## config.mk

```make
export PLATFORM = sky130hd
export DESIGN_NAME = fetch_queue_flat
export DESIGN_NICKNAME = d
export VERILOG_FILES = /design/src/rtl/fetch_queue_pkg.sv /design/src/rtl/fetch_queue_if.sv /design/src/rtl/fetch_queue_storage.sv /design/src/rtl/fetch_queue.sv /design/src/flat_wrapper.sv
export SDC_FILE = /design/constraint.sdc
export NUM_CORES = 1
export LEC_CHECK = 0
export BUFFER_PORTS_ARGS = -buffer_cell sky130_fd_sc_hd__buf_2
export CORE_ASPECT_RATIO = 0.7
export CORE_MARGIN = 3
export CORE_UTILIZATION = 40
export CTS_CLUSTER_DIAMETER = 60
export DETAILED_ROUTE_END_ITERATION = 8
export PLACE_DENSITY = 0.69
export SETUP_SLACK_MARGIN = 0.05
export SYNTH_ARGS = -nofsm -noshare
export SYNTH_HDL_FRONTEND = slang
export SYNTH_SLANG_ARGS = --single-unit
```

## constraint.sdc

```tcl
create_clock -name clk -period 2.6 [get_ports clk]
set_input_delay 0 -clock clk [delete_from_list [all_inputs] [get_ports clk]]
set_output_delay 0 -clock clk [all_outputs]
set_load 0.02 [all_outputs]
```

## src/rtl/fetch_queue_pkg.sv

```systemverilog
// fetch_pkg: shared instruction width and HALT encoding for the fetch queue slice
package fetch_pkg;
  localparam int INST_W = 9;
  localparam logic [INST_W-1:0] HALT_INST = 9'b111111111;
endpackage

```

## src/rtl/fetch_queue_if.sv

```systemverilog
// fetch_queue_if: IF-side push, decode-side pop, flush and status signals of the fetch queue
interface fetch_queue_if
  import fetch_pkg::*;
#(
  parameter int A     = 4,
  parameter int DEPTH = 4
);
  logic                         in_valid;
  logic                         in_ready;
  logic [INST_W-1:0]            in_inst;
  logic [A-1:0]                 in_pc;
  logic                         out_valid;
  logic                         out_ready;
  logic [INST_W-1:0]            out_inst;
  logic [A-1:0]                 out_pc;
  logic                         flush;
  logic                         halted;
  logic [$clog2(DEPTH+1)-1:0]   count;
  modport master (
    output in_valid, in_inst, in_pc, out_ready, flush,
    input  in_ready, out_valid, out_inst, out_pc, halted, count
  );
  modport slave (
    input  in_valid, in_inst, in_pc, out_ready, flush,
    output in_ready, out_valid, out_inst, out_pc, halted, count
  );
endinterface

```

## src/rtl/fetch_queue_storage.sv

```systemverilog
// fq_storage: DEPTH x W register array, one write port, one asynchronous read port, no reset
module fq_storage #(
  parameter int W     = 13,
  parameter int DEPTH = 4
) (
  input  logic                     clk,
  input  logic                     we,
  input  logic [$clog2(DEPTH)-1:0] waddr,
  input  logic [W-1:0]             wdata,
  input  logic [$clog2(DEPTH)-1:0] raddr,
  output logic [W-1:0]             rdata
);
  logic [W-1:0] mem [DEPTH];
  // write the addressed entry on a push
  always_ff @(posedge clk)
    if (we) mem[waddr] <= wdata;
  assign rdata = mem[raddr];
endmodule

```

## src/rtl/fetch_queue.sv

```systemverilog
// fetch_queue: in-order instruction buffer between IF and decode with flush and HALT stop.
// Optional FETCH_QUEUE_BYPASS_EN: an empty queue forwards the incoming instruction with 0-cycle latency.
module fetch_queue
  import fetch_pkg::*;
#(
  parameter int A     = 4,
  parameter int DEPTH = 4
) (
  input  logic clk,
  input  logic reset,
  fetch_queue_if.slave q
);
  localparam int PW = $clog2(DEPTH);
  localparam int CW = $clog2(DEPTH+1);
  typedef struct packed {
    logic [INST_W-1:0] inst;
    logic [A-1:0]      pc;
  } fq_entry_t;
  logic [PW-1:0] rd_ptr, wr_ptr;
  logic [CW-1:0] cnt;
  logic          halt_q;
  logic          accept, push, pop, bypass, has_data;
  fq_entry_t     wr_e, rd_e;
  assign has_data   = cnt != '0;
  assign q.in_ready = (cnt != CW'(DEPTH)) && !halt_q;
  assign accept     = q.in_valid && q.in_ready;
`ifdef FETCH_QUEUE_BYPASS_EN
  assign bypass = !has_data && q.in_valid && !halt_q && !q.flush;
`else
  assign bypass = 1'b0;
`endif
  // a bypassed instruction taken by decode the same cycle never enters storage
  assign push        = accept && !(bypass && q.out_ready);
  assign pop         = has_data && q.out_ready;
  assign wr_e        = '{inst: q.in_inst, pc: q.in_pc};
  assign q.out_valid = has_data || bypass;
  assign q.out_inst  = bypass ? q.in_inst : has_data ? rd_e.inst : '0;
  assign q.out_pc    = bypass ? q.in_pc : has_data ? rd_e.pc : '0;
  assign q.count     = cnt;
  assign q.halted    = halt_q;
  fq_storage #(.W($bits(fq_entry_t)), .DEPTH(DEPTH)) u_storage (
    .clk   (clk),
    .we    (push && !q.flush),
    .waddr (wr_ptr),
    .wdata (wr_e),
    .raddr (rd_ptr),
    .rdata (rd_e)
  );
  // pointer, occupancy and halt state; flush discards everything including this cycle's push/pop
  always_ff @(posedge clk or negedge reset)
    if (!reset) begin
      rd_ptr <= '0;
      wr_ptr <= '0;
      cnt    <= '0;
      halt_q <= 1'b0;
    end else if (q.flush) begin
      rd_ptr <= '0;
      wr_ptr <= '0;
      cnt    <= '0;
      halt_q <= 1'b0;
    end else begin
      if (push) wr_ptr <= wr_ptr + PW'(1);
      if (pop) rd_ptr <= rd_ptr + PW'(1);
      cnt <= cnt + CW'(push) - CW'(pop);
      if (accept && q.in_inst == HALT_INST) halt_q <= 1'b1;
    end
endmodule

```

## src/flat_wrapper.sv

```systemverilog
// flat-port wrapper written by rule: the top's interface ports become plain ports
module fetch_queue_flat import fetch_pkg::*;
#(
  parameter int A     = 4,
  parameter int DEPTH = 4
)
  (clk, reset, q_in_valid, q_in_inst, q_in_pc, q_out_ready, q_flush, q_in_ready, q_out_valid, q_out_inst, q_out_pc, q_halted, q_count);
  fetch_queue_if #(.A(A), .DEPTH(DEPTH)) q_i ();
  input  logic clk;
  input  logic reset;
  input wire logic [$bits(q_i.in_valid)-1:0] q_in_valid;
  input wire logic [$bits(q_i.in_inst)-1:0] q_in_inst;
  input wire logic [$bits(q_i.in_pc)-1:0] q_in_pc;
  input wire logic [$bits(q_i.out_ready)-1:0] q_out_ready;
  input wire logic [$bits(q_i.flush)-1:0] q_flush;
  output wire logic [$bits(q_i.in_ready)-1:0] q_in_ready;
  output wire logic [$bits(q_i.out_valid)-1:0] q_out_valid;
  output wire logic [$bits(q_i.out_inst)-1:0] q_out_inst;
  output wire logic [$bits(q_i.out_pc)-1:0] q_out_pc;
  output wire logic [$bits(q_i.halted)-1:0] q_halted;
  output wire logic [$bits(q_i.count)-1:0] q_count;
  assign q_i.in_valid = q_in_valid;
  assign q_i.in_inst = q_in_inst;
  assign q_i.in_pc = q_in_pc;
  assign q_i.out_ready = q_out_ready;
  assign q_i.flush = q_flush;
  assign q_in_ready = q_i.in_ready;
  assign q_out_valid = q_i.out_valid;
  assign q_out_inst = q_i.out_inst;
  assign q_out_pc = q_i.out_pc;
  assign q_halted = q_i.halted;
  assign q_count = q_i.count;
  fetch_queue #(.A(A), .DEPTH(DEPTH)) u_core (.clk(clk), .reset(reset), .q(q_i));
endmodule
```

# == Word level (Yosys, flattened, before mapping) ==
# Memories as Yosys holds them, arrays and structs flattened.
# Index checks and enable logic that the tools add are counted.
# word_totals
ff_bits,8
latch_bits,0
mem_bits_rw,52
romBits,0
output_inout_bits,19
elab_cells,33
n_memories,1
# memory_table
name,depth,word_bits,rd,rd_clocked_by_memory_dff,write_ports,line_no,text
u_core.u_storage.mem,4,13,1,0,1,fetch_queue_storage.sv:13,logic [W-1:0] mem [DEPTH];
# op_classes
add_sub_neg,4
multipliers,0
div,0
magnitude_cmp,0
n_eq_ne,2
shift,0
n_mux,11
bitwise_logic,0
reduce_logical,11
# op_table
cell,n
$eq 9x9->1 const B,1
$mux 9,1
$mux 2,4
$reduce_bool 2->1,3
$logic_and 1x1->1,5
$add 2x1->2 const B,2
$mux 1,4
$mux 4,1
$add 3x1->3,1
$mux 3,1
$ne 3x3->1 const B,1
$reduce_bool 3->1,1
$sub 3x1->3,1
$logic_not 1->1,2

# == Logic depth before layout (Yosys ltp) ==
# depth
ltp_word,6
depth_mapped,10
ltp_nobuf,10

# == Hierarchy ==
# Synthesis repeated with hierarchy kept, for this count alone.
# unflattened
cells_unflattened,131
area_unflattened_um2,2447.3
# modules_own_cells
module,n_inst,cells_each,area_each_um2,seq_area_each_um2
fq_storage,1,71,1913.1,1561.5
fetch_queue,1,60,534.3,200.2

# == Least setup slack after synthesis ==
# OpenSTA, ideal clock, no wires.
# synth_path
kind,reg2reg
from,"register u_core.cnt[2], in the netlist u_core.q.count[2]"
to,memory u_core.u_storage.mem[3][0] (enable)
arrival_ns,2.110
path_slack_ns,0.087
path_stages_with_launch,5
synth_period_minus_slack_ns,2.513
cell_sequence,dfrtp_1 > nor3b_2 > or2_0 > buf_2 > nor3b_1
# synth_via
elab_chain_cells,6
# synth_rtl
element,line_no,text
from (decl),fetch_queue.sv:20,logic [CW-1:0] cnt;
from (signal assigned),fetch_queue.sv:64,cnt <= cnt + CW'(push) - CW'(pop);
$ne 3x3->1,fetch_queue.sv:25,assign q.in_ready = (cnt != CW'(DEPTH)) && !halt_q;
$logic_and 1x1->1,fetch_queue.sv:25,
$logic_and 1x1->1,fetch_queue.sv:26,assign accept = q.in_valid && q.in_ready;
$logic_and 1x1->1,fetch_queue.sv:43,".we (push && !q.flush),"
$mux 1,fetch_queue_storage.sv:16,if (we) mem[waddr] <= wdata;
$mux 1 (implied by the code),fetch_queue_storage.sv:16,
to (decl),fetch_queue_storage.sv:13,
# No other way between the ends.

# == Worst setup path in the final report ==
# layout_path
from,"register u_core.cnt[1], in the netlist u_core.q.count[1]"
to,"register u_core.cnt[2], in the netlist u_core.q.count[2]"
# layout_via
elab_chain_cells,6
elab_cells_between_ends,8
cone_classes,add/sub (2); eq/ne (1); mux (1); reduce/logical (4)
# layout_rtl
element,line_no,text
$ne 3x3->1,fetch_queue.sv:25,
$logic_and 1x1->1,fetch_queue.sv:25,
$logic_and 1x1->1,fetch_queue.sv:26,
$add 3x1->3,fetch_queue.sv:64,
$sub 3x1->3 (*),fetch_queue.sv:64,
$mux 3 (*),fetch_queue.sv:56,end else if (q.flush) begin
# Mark *: on every way between the ends. The rest lies on a longest branch, timed or not.
# A chain may end at the register's enable or synchronous reset.

==> metrics.md <==
| Metric | Value |
|---|---|
| Slew Limit Headroom | 0.514 |
| Final Cycle Share | 0.907 |
| Clock sink total | 60 |
| CTS Buf Count | 9 |
| Port bufs | 36 |
| Tot GR Track Use | 0.150 |
| Design area | around 3200 µm² |
| Die H | 72.4 µm |
| Required @ worst endpoint | between 2 and 3 ns |
| Routed wire length | 4850 µm |
| Vias | approximately 1400 |
| Post-DP HPWL | between 3000 and 4000 µm |
| Slowest-stage cell, CP | dfrtp_1 |
| TritonCTS clock tree | yes |
| RSZ-0062 raised after global routing | no |
| Sequential fraction of the synthesis area | 0.700 |
| Top cell by count, worst path | inv_1 |
| Via-per-instance ratio | 5.08 |
| Largest net degree at the start of global routing | 15 |
| Critical Path Max Stage Delay | 0.49 ns |
| Initial antenna violation count | 0 |
| Pwr/cell area | 973 nW/µm² |
| Area of the core | 5900 µm² |
| Syn Std Cell Area | around 2500 µm² |
| RR Startpoint | u_core.q.count[1] |
| Crit path DAT | roughly 2.6 ns |
| EDFF count, synth | 52 |
| R2r worst-path depth | 10 |
| Fin cells | between 200 and 300 |
| Root Buffer Master | clkbuf_8 |
| First-pass GRT wire length | between 7000 and 8000 µm |
| Worst Setup End Kind | register |
| Outcome | completed |
| # IOs | 37 |
| Hold Fails Final Rpt | 0 |
| Worst Setup Path Type | register to register |
| Overflow after GRT | 0 |
| 1st-pass router iterations | 4 |
| Leakage power | around 1.2 nW |
| Post-synthesis net count | about 160 |
| Distinct cells, synth | 28 |
| Setup bufs post-CTS | 0 |
| FF-to-FF End | u_core.q.count[2] |
| # setup viols final | 0 |
| VDD IR max | ~0.00038 V |
| Clock tree buffer depth | 2 |
| Clock skew | 0.00977 ns |
| Warnings, synthesis | 0 |
| Setup ws final | approximately 0.24 ns |
| Antenna cells | 0 |
| Syn avg cell area | about 18 µm² |
| Hold Crit Class | primary input to asynchronous set/reset pin |
| FMAX | about 420 MHz |
| Antenna Nets Post-Route | 0 |
| Reg2reg setup slack | around 0.24 ns |
| Share of layout cells above drive strength 1 | 0.382 |
| Syn Inst Count | between 100 and 150 |
| Initial core utilization | 0.427 |
| Final setup TNS | 0 ns |
| Layout Nets | roughly 230 |
| Die width | roughly 100 µm |
| Placed cell areas | 2830 µm² |
| Crit start category | register |
| Wirelength per Cell | ~17 µm |
| Area growth, synth to finish | 28.5% |
| Clock-pin slew on the worst setup and hold paths | 0.07 ns |
| Residual DRC count | 0 |
| Setup crit start | u_core.q.count[1] |
| Vias in the first global route | approximately 1500 |
| CP endpoint | u_core.q.count[2] |
| Placed cell count | between 200 and 300 |
| Final Util | 0.548 |
| Clock period minus final worst setup slack | 2.36 ns |
| Rows | 23 |
| DRT iter0 DRCs | 90 |
| H-Tree Depth | 3 |
| Post-synth top flop | edfxtp_1 |
| GPL Wtd Cong | slightly below 0.8 |
| Asr flop ratio synth | 0.133 |
| Die area | 7290 µm² |
| Final Max Tran Viols | 0 |
| Worst-margin pin slew | between 0.7 and 0.8 ns |
| Largest fanout on the critical path | 7 |
| Maxcap violations | 0 |
| Fill count | roughly 470 |
| Clk_lat worst skew | roughly 0.34 ns |
| #FFs+latches synth | 60 |
| Post-Place Setup Slack | about 0.19 ns |
| Crit path cell chain | o31ai_2 -> inv_1 -> ha_1 -> inv_1 -> ha_1 -> inv_1 -> fa_1 -> xor2_1 -> and2_1 -> nor3_1 |
[synth_stat cells, types with 2 or more instances]
library cell,n,area [µm²]
nor2b_1,14,87.6
dfrtp_1,8,200
nor2_1,5,18.8
mux4_2,13,293
nand3_1,2,10.0
clkbuf_1,2,7.51
nand2b_1,2,12.5
ha_1,6,75.1
nor3b_1,5,37.5
inv_1,8,30.0
edfxtp_1,52,1560
nor3_1,2,10.0
xor2_1,3,26.3
buf_2,3,15.0
[worst max-delay path: cells and delay by family (launching register included)]
family,cells,cell delay [ns]
AO/OA/AOI/OAI,1,0.32
XOR/XNOR,1,0.16
adder cells (fa/ha/maj),3,0.77
buffers and inverters,3,0.19
flip-flops,1,0.49
AND/OR/NAND/NOR,2,0.34
[sequential cells by signal (all words and copies together) (netlist names)]
signal                count
u_core.q.count            3
u_core.q.halted           1
u_core.rd_ptr             2
u_core.u_storage.mem     52
u_core.wr_ptr             2
[worst min path at each step]
stage | to | depth (start not counted)
2_1_floorplan | u_core.q.count[0] | 0
3_3_place_gp | u_core.rd_ptr[1] | 1
3_5_place_dp | u_core.rd_ptr[1] | 1
4_1_cts | u_core.q.count[2] | 2
5_1_grt | u_core.rd_ptr[0] | 2
6_report | u_core.q.count[1] | 2
[area by class of cell]
class	instances	area (µm²)	area share
clock buffers	12	155	0.0480
clock inverters	4	95.1	0.0294
inverters	8	30.0	0.00928
multi-input cells	65	716	0.221
flip-flops and latches	60	1760	0.545
well taps	75	93.8	0.0290
repair buffers	58	383	0.118
[cells in the final DEF, fill, tap and decap left out, types with 3 or more instances in the layout]
cell           count
mux4_2            13
buf_2             36
nor3b_2            5
edfxtp_1          52
inv_1              8
xor2_1             3
buf_4              7
ha_1               6
dfrtp_1            8
bufinv_16          3
nor2b_1           14
dlygate4sd3_1     15
nor2_1             5
clkbuf_8          11
[per-stage QoR]
step | hold slack, ns | power (mW)
2_1_floorplan | -0.296 | 1.83
4_1_cts | 0.0186 | 3.19
3_5_place_dp | -0.142 | 2.14
3_3_place_gp | -0.152 | 2.10
6_report | 0.0334 | 3.15
5_1_grt | 0.0410 | 3.34
[per-layer routing]
metal,vias to the layer above,global-route usage,part of all wire
met2,43,0.236,0.49
met4,0,0.0613,0.014
met5,-,0,0
met3,9,0.0644,0.069
met1,724,0.184,0.43
li1,656,-,-
[power breakdown]
part	internal [mW]	switching, mW
clock	0.687	0.333
sequential	1.12	0.0813
combinational	0.403	0.519
total	2.21	0.933
[logic make-up after synthesis]
logic type      Yosys count  synth area share
compound gates            7            0.0239
xor+xnor                  3            0.0104
fa+ha+maj                 7            0.0378
buf+inv                  14            0.0254
flops                    60             0.700
mux                      13             0.116
simple gates             35            0.0860
[repair_timing]
item	4_1_cts	5_1_grt
setup endpoints to repair	0	1
hold buffers	15	0
resized for setup	0	1
endpoints found under the hold margin	63	0
Power figures use the tool's default switching activity.
